--- src/rtl/fetch_pkg.sv ---
// rtl/fetch_pkg.sv - shared types and constants for the instruction fetch stage
package fetch_pkg;

  localparam int INSTR_W = 9;

  // R-type with funct 4'b1111; the decoder treats it as a no-op
  localparam logic [INSTR_W-1:0] DEFAULT_HALT_INSTR = 9'h0FF;

  typedef enum logic [1:0] {
    IDLE,
    FILL,
    RUN,
    HALT
  } fetch_state_t;

  typedef enum logic [1:0] {
    PC_HOLD,
    PC_LOAD,
    PC_INC
  } pc_sel_t;

endpackage

--- src/rtl/fetch_if.sv ---
// rtl/fetch_if.sv - synchronous-read instruction memory bus
interface fetch_if #(
  parameter int PC_W = 10
);
  import fetch_pkg::*;

  logic [PC_W-1:0]    imem_addr;
  logic [INSTR_W-1:0] imem_data;

  modport master (output imem_addr, input imem_data);
  modport slave  (input imem_addr, output imem_data);

endinterface

--- src/rtl/pc_reg.sv ---
// rtl/pc_reg.sv - program counter register with load/hold/increment select
module pc_reg
  import fetch_pkg::*;
#(
  parameter int PC_W = 10
) (
  input  logic            clk,
  input  logic            rst_n,
  input  pc_sel_t         sel_i,
  input  logic [PC_W-1:0] load_addr_i,
  output logic [PC_W-1:0] pc_o
);

  logic [PC_W-1:0] pc_q;
  logic [PC_W-1:0] pc_d;

  // Increment wraps naturally at 2^PC_W
  always_comb begin
    pc_d = pc_q;
    case (sel_i)
      PC_LOAD: pc_d = load_addr_i;
      PC_INC:  pc_d = pc_q + PC_W'(1);
      default: pc_d = pc_q;
    endcase
  end

  always_ff @(posedge clk or negedge rst_n) begin
    if (!rst_n) begin
      pc_q <= '0;
    end else begin
      pc_q <= pc_d;
    end
  end

  assign pc_o = pc_q;

endmodule

--- src/rtl/fetch_unit.sv ---
// rtl/fetch_unit.sv - fetch stage FSM and next-address mux; FETCH_CYCLE_COUNT_EN adds the cycle counter
module fetch_unit
  import fetch_pkg::*;
#(
  parameter int                 PC_W       = 10,
  parameter logic [PC_W-1:0]    START_ADDR = '0,
  parameter logic [INSTR_W-1:0] HALT_INSTR = DEFAULT_HALT_INSTR
) (
  input  logic               clk,
  input  logic               rst_n,
  input  logic               start_i,
  input  logic               stall_i,
  input  logic               branch_en_i,
  input  logic [PC_W-1:0]    branch_target_i,
  fetch_if.master            imem,
  output logic [INSTR_W-1:0] instr_o,
  output logic               instr_valid_o,
  output logic [PC_W-1:0]    pc_o,
  output logic               done_o,
  output logic [15:0]        cycle_count_o
);

  fetch_state_t    state_q;
  logic            instr_valid_q;
  logic            done_q;
  logic            is_halt;
  logic [PC_W-1:0] pc;
  logic [PC_W-1:0] next_addr;
  logic [PC_W-1:0] load_addr;
  pc_sel_t         pc_sel;

  assign is_halt = (state_q == RUN) && instr_valid_q && (imem.imem_data == HALT_INSTR);

  // Branch reaches imem_addr combinationally so a taken branch costs no bubble
  always_comb begin
    next_addr = pc;
    pc_sel    = PC_HOLD;
    if ((state_q == RUN) && !is_halt && !stall_i) begin
      if (branch_en_i) begin
        next_addr = branch_target_i;
        pc_sel    = PC_LOAD;
      end else begin
        next_addr = pc + PC_W'(1);
        pc_sel    = PC_INC;
      end
    end
    if (start_i) begin
      pc_sel = PC_LOAD;
    end
  end

  assign load_addr = start_i ? START_ADDR : branch_target_i;

  pc_reg #(.PC_W(PC_W)) u_pc_reg (
    .clk         (clk),
    .rst_n       (rst_n),
    .sel_i       (pc_sel),
    .load_addr_i (load_addr),
    .pc_o        (pc)
  );

  always_ff @(posedge clk or negedge rst_n) begin
    if (!rst_n) begin
      state_q       <= IDLE;
      instr_valid_q <= 1'b0;
      done_q        <= 1'b0;
    end else if (start_i) begin
      state_q       <= FILL;
      instr_valid_q <= 1'b0;
      done_q        <= 1'b0;
    end else begin
      case (state_q)
        FILL: begin
          state_q       <= RUN;
          instr_valid_q <= 1'b1;
        end
        RUN: begin
          if (is_halt) begin
            state_q       <= HALT;
            instr_valid_q <= 1'b0;
            done_q        <= 1'b1;
          end
        end
        default: begin
          state_q <= state_q;
        end
      endcase
    end
  end

`ifdef FETCH_CYCLE_COUNT_EN
  logic [15:0] cycle_count_q;

  // The halt cycle executes even if stall happens to be high
  always_ff @(posedge clk or negedge rst_n) begin
    if (!rst_n) begin
      cycle_count_q <= '0;
    end else if (start_i) begin
      cycle_count_q <= '0;
    end else if ((state_q == RUN) && (!stall_i || is_halt) && (cycle_count_q != 16'hFFFF)) begin
      cycle_count_q <= cycle_count_q + 16'd1;
    end
  end

  assign cycle_count_o = cycle_count_q;
`else
  assign cycle_count_o = '0;
`endif

  assign imem.imem_addr = next_addr;
  assign instr_o        = imem.imem_data;
  assign instr_valid_o  = instr_valid_q;
  assign pc_o           = pc;
  assign done_o         = done_q;

endmodule

--- src/flat_wrapper.sv ---
// flat-port wrapper written by rule: the top's interface ports become plain ports
module fetch_unit_flat import fetch_pkg::*;
#(
  parameter int                 PC_W       = 10,
  parameter logic [PC_W-1:0]    START_ADDR = '0,
  parameter logic [INSTR_W-1:0] HALT_INSTR = DEFAULT_HALT_INSTR
)
  (clk, rst_n, start_i, stall_i, branch_en_i, branch_target_i, instr_o, instr_valid_o, pc_o, done_o, cycle_count_o, imem_imem_addr, imem_imem_data);
  fetch_if #(.PC_W(PC_W)) imem_i ();
  input  logic clk;
  input  logic rst_n;
  input  logic start_i;
  input  logic stall_i;
  input  logic branch_en_i;
  input  logic [PC_W-1:0] branch_target_i;
  output logic [INSTR_W-1:0] instr_o;
  output logic instr_valid_o;
  output logic [PC_W-1:0] pc_o;
  output logic done_o;
  output logic [15:0] cycle_count_o;
  output wire logic [$bits(imem_i.imem_addr)-1:0] imem_imem_addr;
  input wire logic [$bits(imem_i.imem_data)-1:0] imem_imem_data;
  assign imem_imem_addr = imem_i.imem_addr;
  assign imem_i.imem_data = imem_imem_data;
  fetch_unit #(.PC_W(PC_W), .START_ADDR(START_ADDR), .HALT_INSTR(HALT_INSTR)) u_core (.clk(clk), .rst_n(rst_n), .start_i(start_i), .stall_i(stall_i), .branch_en_i(branch_en_i), .branch_target_i(branch_target_i), .imem(imem_i), .instr_o(instr_o), .instr_valid_o(instr_valid_o), .pc_o(pc_o), .done_o(done_o), .cycle_count_o(cycle_count_o));
endmodule
--- config.mk ---
export PLATFORM = sky130hd
export DESIGN_NAME = fetch_unit_flat
export DESIGN_NICKNAME = d
export VERILOG_FILES = /design/src/rtl/fetch_pkg.sv /design/src/rtl/fetch_if.sv /design/src/rtl/pc_reg.sv /design/src/rtl/fetch_unit.sv /design/src/flat_wrapper.sv
export SDC_FILE = /design/constraint.sdc
export NUM_CORES = 1
export LEC_CHECK = 0
export BUFFER_PORTS_ARGS = -buffer_cell sky130_fd_sc_hd__buf_2
export CAP_MARGIN = 20
export CORE_AREA = 2 2 45 88
export DETAILED_ROUTE_END_ITERATION = 6
export DIE_AREA = 0 0 47 90
export GPL_ROUTABILITY_DRIVEN = 0
export PLACE_DENSITY = 0.81
export SETUP_SLACK_MARGIN = 0.4
export SYNTH_ARGS = -nofsm -noshare
export SYNTH_HDL_FRONTEND = slang
export SYNTH_HIERARCHICAL = 1
export SYNTH_SLANG_ARGS = --single-unit
export TNS_END_PERCENT = 10
--- constraint.sdc ---
create_clock -name clk -period 7.05 [get_ports clk]
set_clock_uncertainty 0.2 [all_clocks]
set_input_delay 1.0575 -clock clk [delete_from_list [all_inputs] [get_ports clk]]
set_output_delay 1.0575 -clock clk [all_outputs]
set_load 0.05 [all_outputs]
# Word-level counts from Yosys, hierarchy flattened
# Index checks and enable logic that the tools add are counted.
# word_totals
reg_bits	14
input_bits	24
output_inout_bits	47
wordCells	39
# classes
add_sub_neg	1
n_eq_ne	6
muxes	16
reduce_logical	12
# op_table
cell	count
2-to-1 mux 10 bit	3
one-hot mux 10 bit (2 select lines)	1
adder 10 x 1 -> 10 bit, second input constant	1
2-to-1 mux 2 bit	5
equality test 9 x 8 -> 1 bit, second input constant	1
nonzero test 2 bit	3
2-to-1 mux 1 bit	5
equality test 2 x 1 -> 1 bit, second input constant	2
equality test 2 bit, second input constant	2
logical AND 1 bit	4
one-hot mux 2 bit (2 select lines)	1
AND reduction 2 bit	2
!= test 3 x 2 -> 1 bit, second input constant	1
nonzero test 3 bit	1
zero test 1 bit	2
one-hot mux 1 bit (2 select lines)	1

# Logic depth before layout (Yosys ltp)
# Gate-level depths: netlist (run 1).
# logic_depth
depth_word	10
depth_mapped	10

# Modules after synthesis
# Netlist (run 1), hierarchy kept.
# modules_own_cells
mod	instances	cells_each	area_per_inst_um2	seq_area_each_um2
fetch_unit	1	126	882.1	100.1
pc_reg	1	72	659.4	250.2

# Worst setup path before layout (run 1)
# OpenSTA, ideal clock, no wires.
# synth_timing
kind	input to output
start	in imem_imem_data[8]
end	out imem_imem_addr[7]
t_arrival_ns	3.108
t_required_ns	5.793
setup_slack_ns	2.685
stages	4
path_cell_list	nand4b_2 o311ai_4 o32ai_1 a211oi_1
# synth_via
elab_chain_cells	6
# synth_rtl
element	line_no	text
start, declared	flat_wrapper.sv:22	input wire logic [$bits(imem_i.imem_data)-1:0] imem_imem_data;
equality test 9 x 8 -> 1 bit	fetch_unit.sv:32	assign is_halt = (state_q == RUN) && instr_valid_q && (imem.imem_data == HALT_INSTR);
logical AND 1 bit	fetch_unit.sv:32	
zero test 1 bit	fetch_unit.sv:38	if ((state_q == RUN) && !is_halt && !stall_i) begin
logical AND 1 bit (2 in a row)	fetch_unit.sv:38	
2-to-1 mux 10 bit	fetch_unit.sv:38	
end, declared	flat_wrapper.sv:21	output wire logic [$bits(imem_i.imem_addr)-1:0] imem_imem_addr;
# No other way between the ends.

# Worst setup path in the final report (run 1)
# Ends and elaborated chain as after synthesis.

==> qor.yml, run 1 <==
setup_violations: 0
coreArea_mm2: 0.00357
finalPower_uw: 344
slowest_stage: "o31ai_2"
grt_pass1_vias: 1475
grt_use_total_pct: 20.6
cts_made_buffers: 3
maxCapViolCount: 0
p_leak_nw: 0.839
avgViaCountPerCell: 5.60
post-dp-hpwl_mm: 3.09
vias: 1613
finalCritPeriodShare_pct: 60.7
initial_core_util_pct: 43.2
routed_wl_mm: 4.10
cts.path.max_buffers: 2
powerDensity_mw_per_mm2: 194
syn_area_per_cell_um2: 7.79
nFillCells: 390
fmax_mhz: 234
wl_per_cell_um: 14.2
cts.root.buffer_cell: "clkbuf_8"
io_buffer_count: 54
synthCells: 198
critPathCaptureType: "primary output"
ys.flop_type: "dfrtp_1"
cp_max_fo: 18
cts_htree_levels: 1
io-pin-count: 71
first_pass_iters: 4
worst-endpoint-arrival_ns: 3.02
hold_viol: 0
drv_slew: 0
cts_sinks: 14
ys_seq_area_share_pct: 22.7
async_flop_share_pct: 100
stdcell_count: 288
drt-initial-drc-count: 67
cts.repair.resized: 0
cts_setup_buffers: 0
antenna_found_initial: 0
die_h_um: 90
synth_edf_count: 0
cp_common_cell: "buf_2"
clk_latency_ns: 0.25
dieArea_mm2: 0.00423
worst_pin_slew_ns: 0.996
grt_max_degree: 19
yosysTopAreaCell: "dfrtp_1"
min_period_ns: 4.28
rsz0062_at_grt: "false"
worstPathCellList: "buf_2 > nand4b_2 > o31ai_2 > o32ai_1 > a211oi_1 > buf_2"
place_inst: 284
status: "finished clean"
synth.most_common_cell: "buf_4"
worstPathRequired_ns: 5.79
clkTransAtPathRegs_ns: 0.06
start_kind: "input port"
num_rows: 31
synth.distinct_cells: 44
synth_common_cells: "buf_4 (25), nor2_1 (18), nand3_1 (16)"
ant_nets: 0
hold_buffers: 0
max_stage_delay_ns: 0.87
synthesis.area_mm2: 0.00154
syn_to_final_growth_pct: 14.7
grt.overflow.total: 0
grt_pass1_wl_mm: 6.65
min_path_type: "flip-flop to flip-flop"
ir_worst_vdd_uv: 131
final_nets: 267
ys_warn_count: 6
drive_above_1_share_pct: 27.6
die_w_um: 47
n_antenna_cell: 0
cts_tree: "done"
yosys.area.top_type_share_pct: 22.7
synth_area_leaders: "dfrtp_1 (23%), buf_4 (12%), nand3_1 (5.2%)"
fin_tns_setup_ns: 0
drc: 0
max_slew_margin_pct: 33.2
synth.ff_latch_count: 14
criticalPathCategory: "input port to primary output"
-- area by class of cell --
cell class | count | area (um2) | area share (%)
multi-input combinational | 152 | 975 | 55.1
sequential | 14 | 350 | 19.8
timing repair buffer | 54 | 270 | 15.3
tap | 49 | 61.3 | 3.47
inverter | 15 | 56.3 | 3.18
clock buffer | 4 | 55.1 | 3.11
-- power by group --
group / switching, mW / internal (mW)
logic: 0.115 / 0.0375
registers: 0.0221 / 0.0877
clock network: 0.0318 / 0.0496
total: 0.169 / 0.175
-- sequential cells by signal, indices dropped and copies added (netlist names) --
name	cells
u_core/u_pc_reg/pc_o	10
u_core/state_q	2
u_core/done_o	1
u_core/instr_valid_o	1
-- placed cells by master, fill, tap and decap left out, types with 2 or more instances in the layout --
cell	instances
nand2_1	7
buf_2	54
nand4_1	3
o32ai_1	2
clkbuf_8	4
conb_1	16
nand2b_1	3
a31oi_1	2
o211ai_1	6
a21oi_1	3
nor3_1	3
a211oi_1	3
nand3_1	16
o22ai_1	4
a22oi_1	6
dfrtp_1	14
nor2_1	18
inv_1	15
or4_1	6
o21ai_0	9
and3_1	4
mux2i_1	5
a221oi_1	3
nor2b_1	12
ha_1	3
-- logic make-up (layout without fill, tap and decap cells) --
family	count (synthesis)	count (layout)	synth area share, %
and+or+nand+nor	82	82	31.0
buffers and inverters	47	73	17.7
AOI/OAI and AO/OA	46	46	22.6
DFF	14	14	22.7
muxes	5	5	3.25
adders and majority gates	3	3	2.44
other	1	16	0.243
-- worst max-delay path: cells and delay by family --
| family | cells | cell delay (ns) |
|---|---|---|
| buffers and inverters | 2 | 0.39 |
| AO/OA/AOI/OAI | 3 | 1.30 |
| AND/OR/NAND/NOR | 1 | 0.27 |
-- routing by layer --
layer | vias to the layer above | track usage [%] | routed length, um
li1 | 770 | - | -
met1 | 770 | 22.2 | 1500
met2 | 65 | 37.0 | 2280
met3 | 8 | 3.21 | 228
met4 | 0 | 7.41 | 91
met5 | - | 0 | 0
-- worst paths after layout --
| path | from | end | slack (ns) | depth (start not counted) |
|---|---|---|---|---|
| max reg2reg | u_core/instr_valid_o | u_core/u_pc_reg/pc_o[5] | 3.80 | 7 |
| min | u_core/done_o | u_core/done_o | 0.34 | 2 |
| max in group asynchronous | rst_n | u_core/state_q[0] | 5.90 | 1 |
| max | imem_imem_data[8] | imem_imem_addr[7] | 2.77 | 6 |
| min reg2reg | u_core/done_o | u_core/done_o | 0.34 | 2 |
| min in group asynchronous | rst_n | u_core/u_pc_reg/pc_o[2] | 0.50 | 1 |
-- metrics by stage --
| stage | hold slack, ns | util, % | cell area (um2) | setup slack [ns] |
|---|---|---|---|---|
| floorplan | 0.298 | - | 1600 | 2.68 |
| global placement | 0.306 | 48.0 | 1710 | 2.76 |
| detailed placement | 0.317 | 48.0 | 1710 | 2.77 |
| CTS | 0.346 | 49.5 | 1770 | 2.77 |
| global route | 0.398 | 49.5 | 1770 | 2.53 |
| finish | 0.335 | 49.5 | 1770 | 2.77 |
No activity file was read; power rests on OpenSTA's default activity.
==> inputs of run 2 (changes only) <==
--- a/config.mk
+++ b/config.mk
@@ -7,9 +7,9 @@
 export LEC_CHECK = 0
 export BUFFER_PORTS_ARGS = -buffer_cell sky130_fd_sc_hd__buf_2
 export CAP_MARGIN = 20
-export CORE_AREA = 2 2 45 88
+export CORE_AREA = 2 2 46 90
 export DETAILED_ROUTE_END_ITERATION = 6
-export DIE_AREA = 0 0 47 90
+export DIE_AREA = 0 0 48 92
 export GPL_ROUTABILITY_DRIVEN = 0
 export PLACE_DENSITY = 0.81
 export SETUP_SLACK_MARGIN = 0.4
==> constraint.sdc (replaced) <==
create_clock -name clk -period 3.5 [get_ports clk]
set_clock_uncertainty 0.2 [all_clocks]
set_input_delay 0.525 -clock clk [delete_from_list [all_inputs] [get_ports clk]]
set_output_delay 0.525 -clock clk [all_outputs]
set_load 0.05 [all_outputs]
==> run 2 against run 1 <==
  * Setup slack got worse by 2.3 ns
  * Critical endpoint is now imem_imem_addr[6]
  * Power rose by 100%
  * Utilization fell by 1.9 points
  * Largest cell class unchanged
==> qor.yml, run 2 (synthesis gave the netlist of run 1 again) <==
layout_commonest_cell: "buf_2"
cts_setup_buffers: 0
cp_max_fo: 12
die_h_um: 92
switching_share_pct: 48.9
first_pass_iters: 4
seq_power_share_pct: 32.0
grt_pass1_wl_mm: 6.47
drt-initial-drc-count: 53
grt_max_degree: 19
dieArea_mm2: 0.00442
final_nets: 271
fin_tns_setup_ns: 0
post-dp-hpwl_mm: 3.24
drv_slew: 0
status: "finished clean"
p_int_uw: 355
grt_use_total_pct: 19.9
syn_to_final_growth_pct: 17.5
cts.root.buffer_cell: "clkbuf_8"
cts_tree: "done"
worst-endpoint-arrival_ns: 2.28
p_leak_nw: 0.856
cts.path.max_buffers: 2
fmax_mhz: 333
drive_above_1_share_pct: 29.2
avgViaCountPerCell: 5.53
cts_made_buffers: 3
power_switching_uw: 341
clk_latency_ns: 0.25
setup_violations: 0
worstPathRequired_ns: 2.77
largest_reg_flops: 10
wl_per_cell_um: 14.2
io_buffer_count: 54
coreArea_mm2: 0.00380
final_util_pct: 47.6
io-pin-count: 71
grt.overflow.total: 0
rsz0062_at_grt: "false"
start_kind: "flip-flop"
pwr-share-clk_pct: 23.4
powerDensity_mw_per_mm2: 384
final_cell_mix: "buf_2 (54), nor2_1 (18), nand3_1 (16), conb_1 (16), inv_1 (15)"
cts_sinks: 14
cts_htree_levels: 1
routed_wl_mm: 4.18
n_antenna_cell: 0
num_rows: 32
nFillCells: 393
criticalPathCategory: "flip-flop to primary output"
clkTransAtPathRegs_ns: 0.06
drc: 0
critPathCaptureType: "primary output"
maxCapViolCount: 0
die_w_um: 48
min_path_type: "flip-flop to flip-flop"
initial_core_util_pct: 40.5
antenna_found_initial: 0
min_period_ns: 3.00
ir_worst_vdd_uv: 241
finalCritPeriodShare_pct: 85.8
grt_pass1_vias: 1413
ant_nets: 0
pwr-share-comb_pct: 44.6
hold_viol: 0
vias: 1625
[run 2: stage by stage]
stage	setup slack [ns]	instance area [um2]	hold WS, ns	instances	power [mW]
4_1_cts	0.504	1810	0.339	294	0.697
3_3_place_gp	0.629	1740	0.239	289	0.530
5_1_grt	0.402	1810	0.367	294	0.728
3_5_place_dp	0.498	1740	0.247	289	0.533
2_1_floorplan	0.0665	1600	0.0294	213	0.474
6_report	0.498	1810	0.341	294	0.696
[run 2: critical path, cell delays in order (launching register included)]
cell	delay (ns)
dfrtp_1	0.57
ha_1	0.26
and3_1	0.26
nand3_1	0.11
or4_1	0.43
o211ai_1	0.11
buf_2	0.29
[run 2: final cells by class]
class,instances,area [um2],area share (%)
sequential,14,352,19.4
clock buffer,4,55.1,3.04
inverter,15,56.3,3.11
timing repair buffer,58,303,16.7
tap,51,63.8,3.52
multi-input combinational,152,981,54.2
[run 2: final timing paths]
check	cells after the start	from	end	slack, ns
max	6	u_core/u_pc_reg/pc_o[0]	imem_imem_addr[6]	0.50
min	2	u_core/done_o	u_core/done_o	0.34
max reg2reg	8	u_core/instr_valid_o	u_core/u_pc_reg/pc_o[9]	0.78
min reg2reg	2	u_core/done_o	u_core/done_o	0.34
max in group asynchronous	2	rst_n	u_core/u_pc_reg/pc_o[1]	2.33
min in group asynchronous	2	rst_n	u_core/u_pc_reg/pc_o[2]	0.50
[run 2: per-layer routing]
| layer | share of wire [%] | GRT usage, % | up-vias |
|---|---|---|---|
| li1 | - | - | 778 |
| met1 | 39 | 24.2 | 762 |
| met2 | 54 | 32.3 | 73 |
| met3 | 4.4 | 1.57 | 12 |
| met4 | 3.1 | 10.8 | 0 |
| met5 | 0 | 0 | - |
[run 2: power groups by stage]
stage          Combinational [mW]  Clock, mW  Sequential, mW
2_1_floorplan               0.215          0           0.259
3_3_place_gp                0.306          0           0.224
3_5_place_dp                0.309          0           0.224
4_1_cts                     0.310      0.165           0.221
5_1_grt                     0.330      0.172           0.226
6_report                    0.311      0.163           0.222
[run 2: repair_timing]
item,CTS,global route
endpoints found under the setup margin,0,1
hold endpoints to repair,14,0
gates resized for setup,0,1
hold buffers,1,0
==> inputs of run 3 (changes only) <==
--- a/config.mk
+++ b/config.mk
@@ -7,14 +7,13 @@
 export LEC_CHECK = 0
 export BUFFER_PORTS_ARGS = -buffer_cell sky130_fd_sc_hd__buf_2
 export CAP_MARGIN = 20
-export CORE_AREA = 2 2 46 90
+export CORE_AREA = 2 2 44 86
 export DETAILED_ROUTE_END_ITERATION = 6
-export DIE_AREA = 0 0 48 92
+export DIE_AREA = 0 0 46 88
 export GPL_ROUTABILITY_DRIVEN = 0
-export PLACE_DENSITY = 0.81
+export PLACE_DENSITY = 0.8
 export SETUP_SLACK_MARGIN = 0.4
 export SYNTH_ARGS = -nofsm -noshare
 export SYNTH_HDL_FRONTEND = slang
-export SYNTH_HIERARCHICAL = 1
 export SYNTH_SLANG_ARGS = --single-unit
 export TNS_END_PERCENT = 10
==> run 3 against run 2 <==
  * Design area decreased by 15%
  * Synthesized cell count shrank 16%
  * Combinational power shrank 11%
  * Synthesized area shrank 14%
  * Setup slack better by 0.14 ns
  * Clock power shrank 15%
  * Register-to-register slack about the same
  * Routed wire length shrank 16%
  * Critical path depth is 1 lower
  * Worst hold slack lost 0.047 ns
  * Largest power group unchanged
  * Highest routed layer unchanged
==> qor.yml, run 3 <==
cp_max_fo: 17
drt-initial-drc-count: 47
fin_tns_setup_ns: 0
antenna_found_initial: 0
p_leak_nw: 0.745
cts.path.max_buffers: 2
rsz0062_at_grt: "false"
cts_made_buffers: 3
setup_violations: 0
drive_above_1_share_pct: 31.1
start_kind: "flip-flop"
whs_path_depth: 2
dpl_cell_area_mm2: 0.00149
vias: 1379
critPathCaptureType: "primary output"
powerDensity_mw_per_mm2: 402
synth.ff_latch_count: 14
ys_seq_area_share_pct: 26.4
coreArea_mm2: 0.00338
ir_worst_vdd_uv: 218
syn_area_per_cell_um2: 7.96
cts_sinks: 14
fmax_mhz: 349
r2r-start: "u_core.state_q[1]"
cts_tree: "done"
die_h_um: 88
cts.repair.resized: 0
first_pass_iters: 4
dieArea_mm2: 0.00405
die_w_um: 46
grt_use_total_pct: 17.6
ys.flop_type: "dfrtp_1"
final_cell_mix: "buf_2 (54), conb_1 (16), o21ai_0 (14), dfrtp_1 (14)"
seqCellArea_um2: 350
clk_latency_ns: 0.25
async_flop_share_pct: 100
min_path_type: "flip-flop to flip-flop"
grt_pass1_wl_mm: 5.23
clkTransAtPathRegs_ns: 0.06
final_area_mm2: 0.00154
synthesis.area_mm2: 0.00133
largest_reg_flops: 10
post-dp-hpwl_mm: 2.73
r2r_setup_slack_ns: 0.78
hold_viol: 0
num_rows: 30
stdcell_count: 241
io_buffer_count: 54
syn_to_final_growth_pct: 15.6
grt_max_degree: 22
worst-endpoint-arrival_ns: 2.14
nFillCells: 350
n_antenna_cell: 0
r2r-end: "u_core.u_pc_reg.pc_o[0]"
synth_common_cells: "buf_4 (27), dfrtp_1 (14), o21ai_0 (14)"
synth.most_common_cell: "buf_4"
avgViaCountPerCell: 5.72
layout_commonest_cell: "buf_2"
routed_wl_mm: 3.51
initial_core_util_pct: 39.3
synthCells: 167
io-pin-count: 71
wl_per_cell_um: 14.5
synth_area_leaders: "dfrtp_1 (26%), buf_4 (15%), o21ai_0 (5.3%)"
min_to: "u_core.done_o"
drv_slew: 0
yosys.area.top_type_share_pct: 26.4
status: "finished clean"
finalPower_uw: 617
final_nets: 237
yosysTopAreaCell: "dfrtp_1"
cts.root.buffer_cell: "clkbuf_8"
synth_edf_count: 0
hold-worst-slack_ns: 0.294
worst_pin_slew_ns: 0.800
drc: 0
criticalPathCategory: "flip-flop to primary output"
cts_htree_levels: 1
worstPathRequired_ns: 2.77
ys_warn_count: 0
grt.overflow.total: 0
place_inst: 237
finalCritPeriodShare_pct: 81.9
ant_nets: 0
multi_input_area_um2: 768
grt_pass1_vias: 1233
hold_start: "u_core.done_o"
max_slew_margin_pct: 46.2
maxCapViolCount: 0
synth.distinct_cells: 38
min_period_ns: 2.86
rr_worst_depth: 7
==> run 3: cell types whose count changed in the layout (fill, tap and decap cells not counted), sizes merged, moves of 5 or more <==
cell,change
or4,-6
o21ai,+5
nor2b,-10
nor2,-11
o211ai,-5
a21oi,+8
a32oi,+5
nand3,-9
==> run 3: per-layer routing <==
metal / vias to the layer above / track usage, % / routed length, um
met2: 72 / 31.9 / 1910
met4: 0 / 10.1 / 97
met5: - / 0 / 0
met1: 640 / 18.2 / 1290
met3: 8 / 1.44 / 209
li1: 659 / - / -
==> run 3: report_power, final <==
group,internal (mW),switching [mW]
clock,0.0764,0.0612
sequential,0.176,0.0257
combinational,0.0646,0.213
total,0.317,0.300
==> run 3: cell families after synthesis <==
group           share of synthesized area [%]
buf+inv                                  20.1
fa+ha+maj                                1.88
simple gates                             19.7
flops                                    26.4
mux                                      3.11
compound gates                           28.6
other cells                             0.282
==> run 3: worst max-delay path by stage <==
| stage | from | endpoint | cells past startpoint |
|---|---|---|---|
| after floorplan | u_core.u_pc_reg.pc_o[0] | imem_imem_addr[8] | 5 |
| after global placement | imem_imem_data[7] | u_core.u_pc_reg.pc_o[0] | 8 |
| after detailed placement | imem_imem_data[7] | u_core.u_pc_reg.pc_o[0] | 8 |
| after CTS | u_core.state_q[1] | imem_imem_addr[4] | 5 |
| after global routing | u_core.u_pc_reg.pc_o[0] | imem_imem_addr[6] | 6 |
| final | u_core.state_q[1] | imem_imem_addr[4] | 5 |
==> run 3: stage by stage <==
step | util, % | setup WS, ns
after floorplan | - | 0.518
after global routing | 45.5 | 0.523
final | 45.5 | 0.635
after CTS | 45.5 | 0.659
after detailed placement | 44.0 | 0.464
after global placement | 44.0 | 0.562
==> run 3: layout make-up <==
cell class / instances / share of cell area (%)
sequential: 14 / 22.8
timing repair buffer: 57 / 19.2
clock buffer: 3 / 2.69
tap: 32 / 2.61
multi-input combinational: 124 / 50.0
inverter: 11 / 2.69
==> run 3: timing repair <==
action	CTS	global route
hold endpoints to repair	14	0
hold buffers	1	0
setup buffers	0	0
==> run 3: worst max-delay path, cell delays in order, from the launching register on <==
cell	delay [ns]
dfrtp_1	0.42
nor3b_2	0.23
o31a_1	0.52
o21ai_0	0.20
a22o_2	0.31
buf_2	0.21
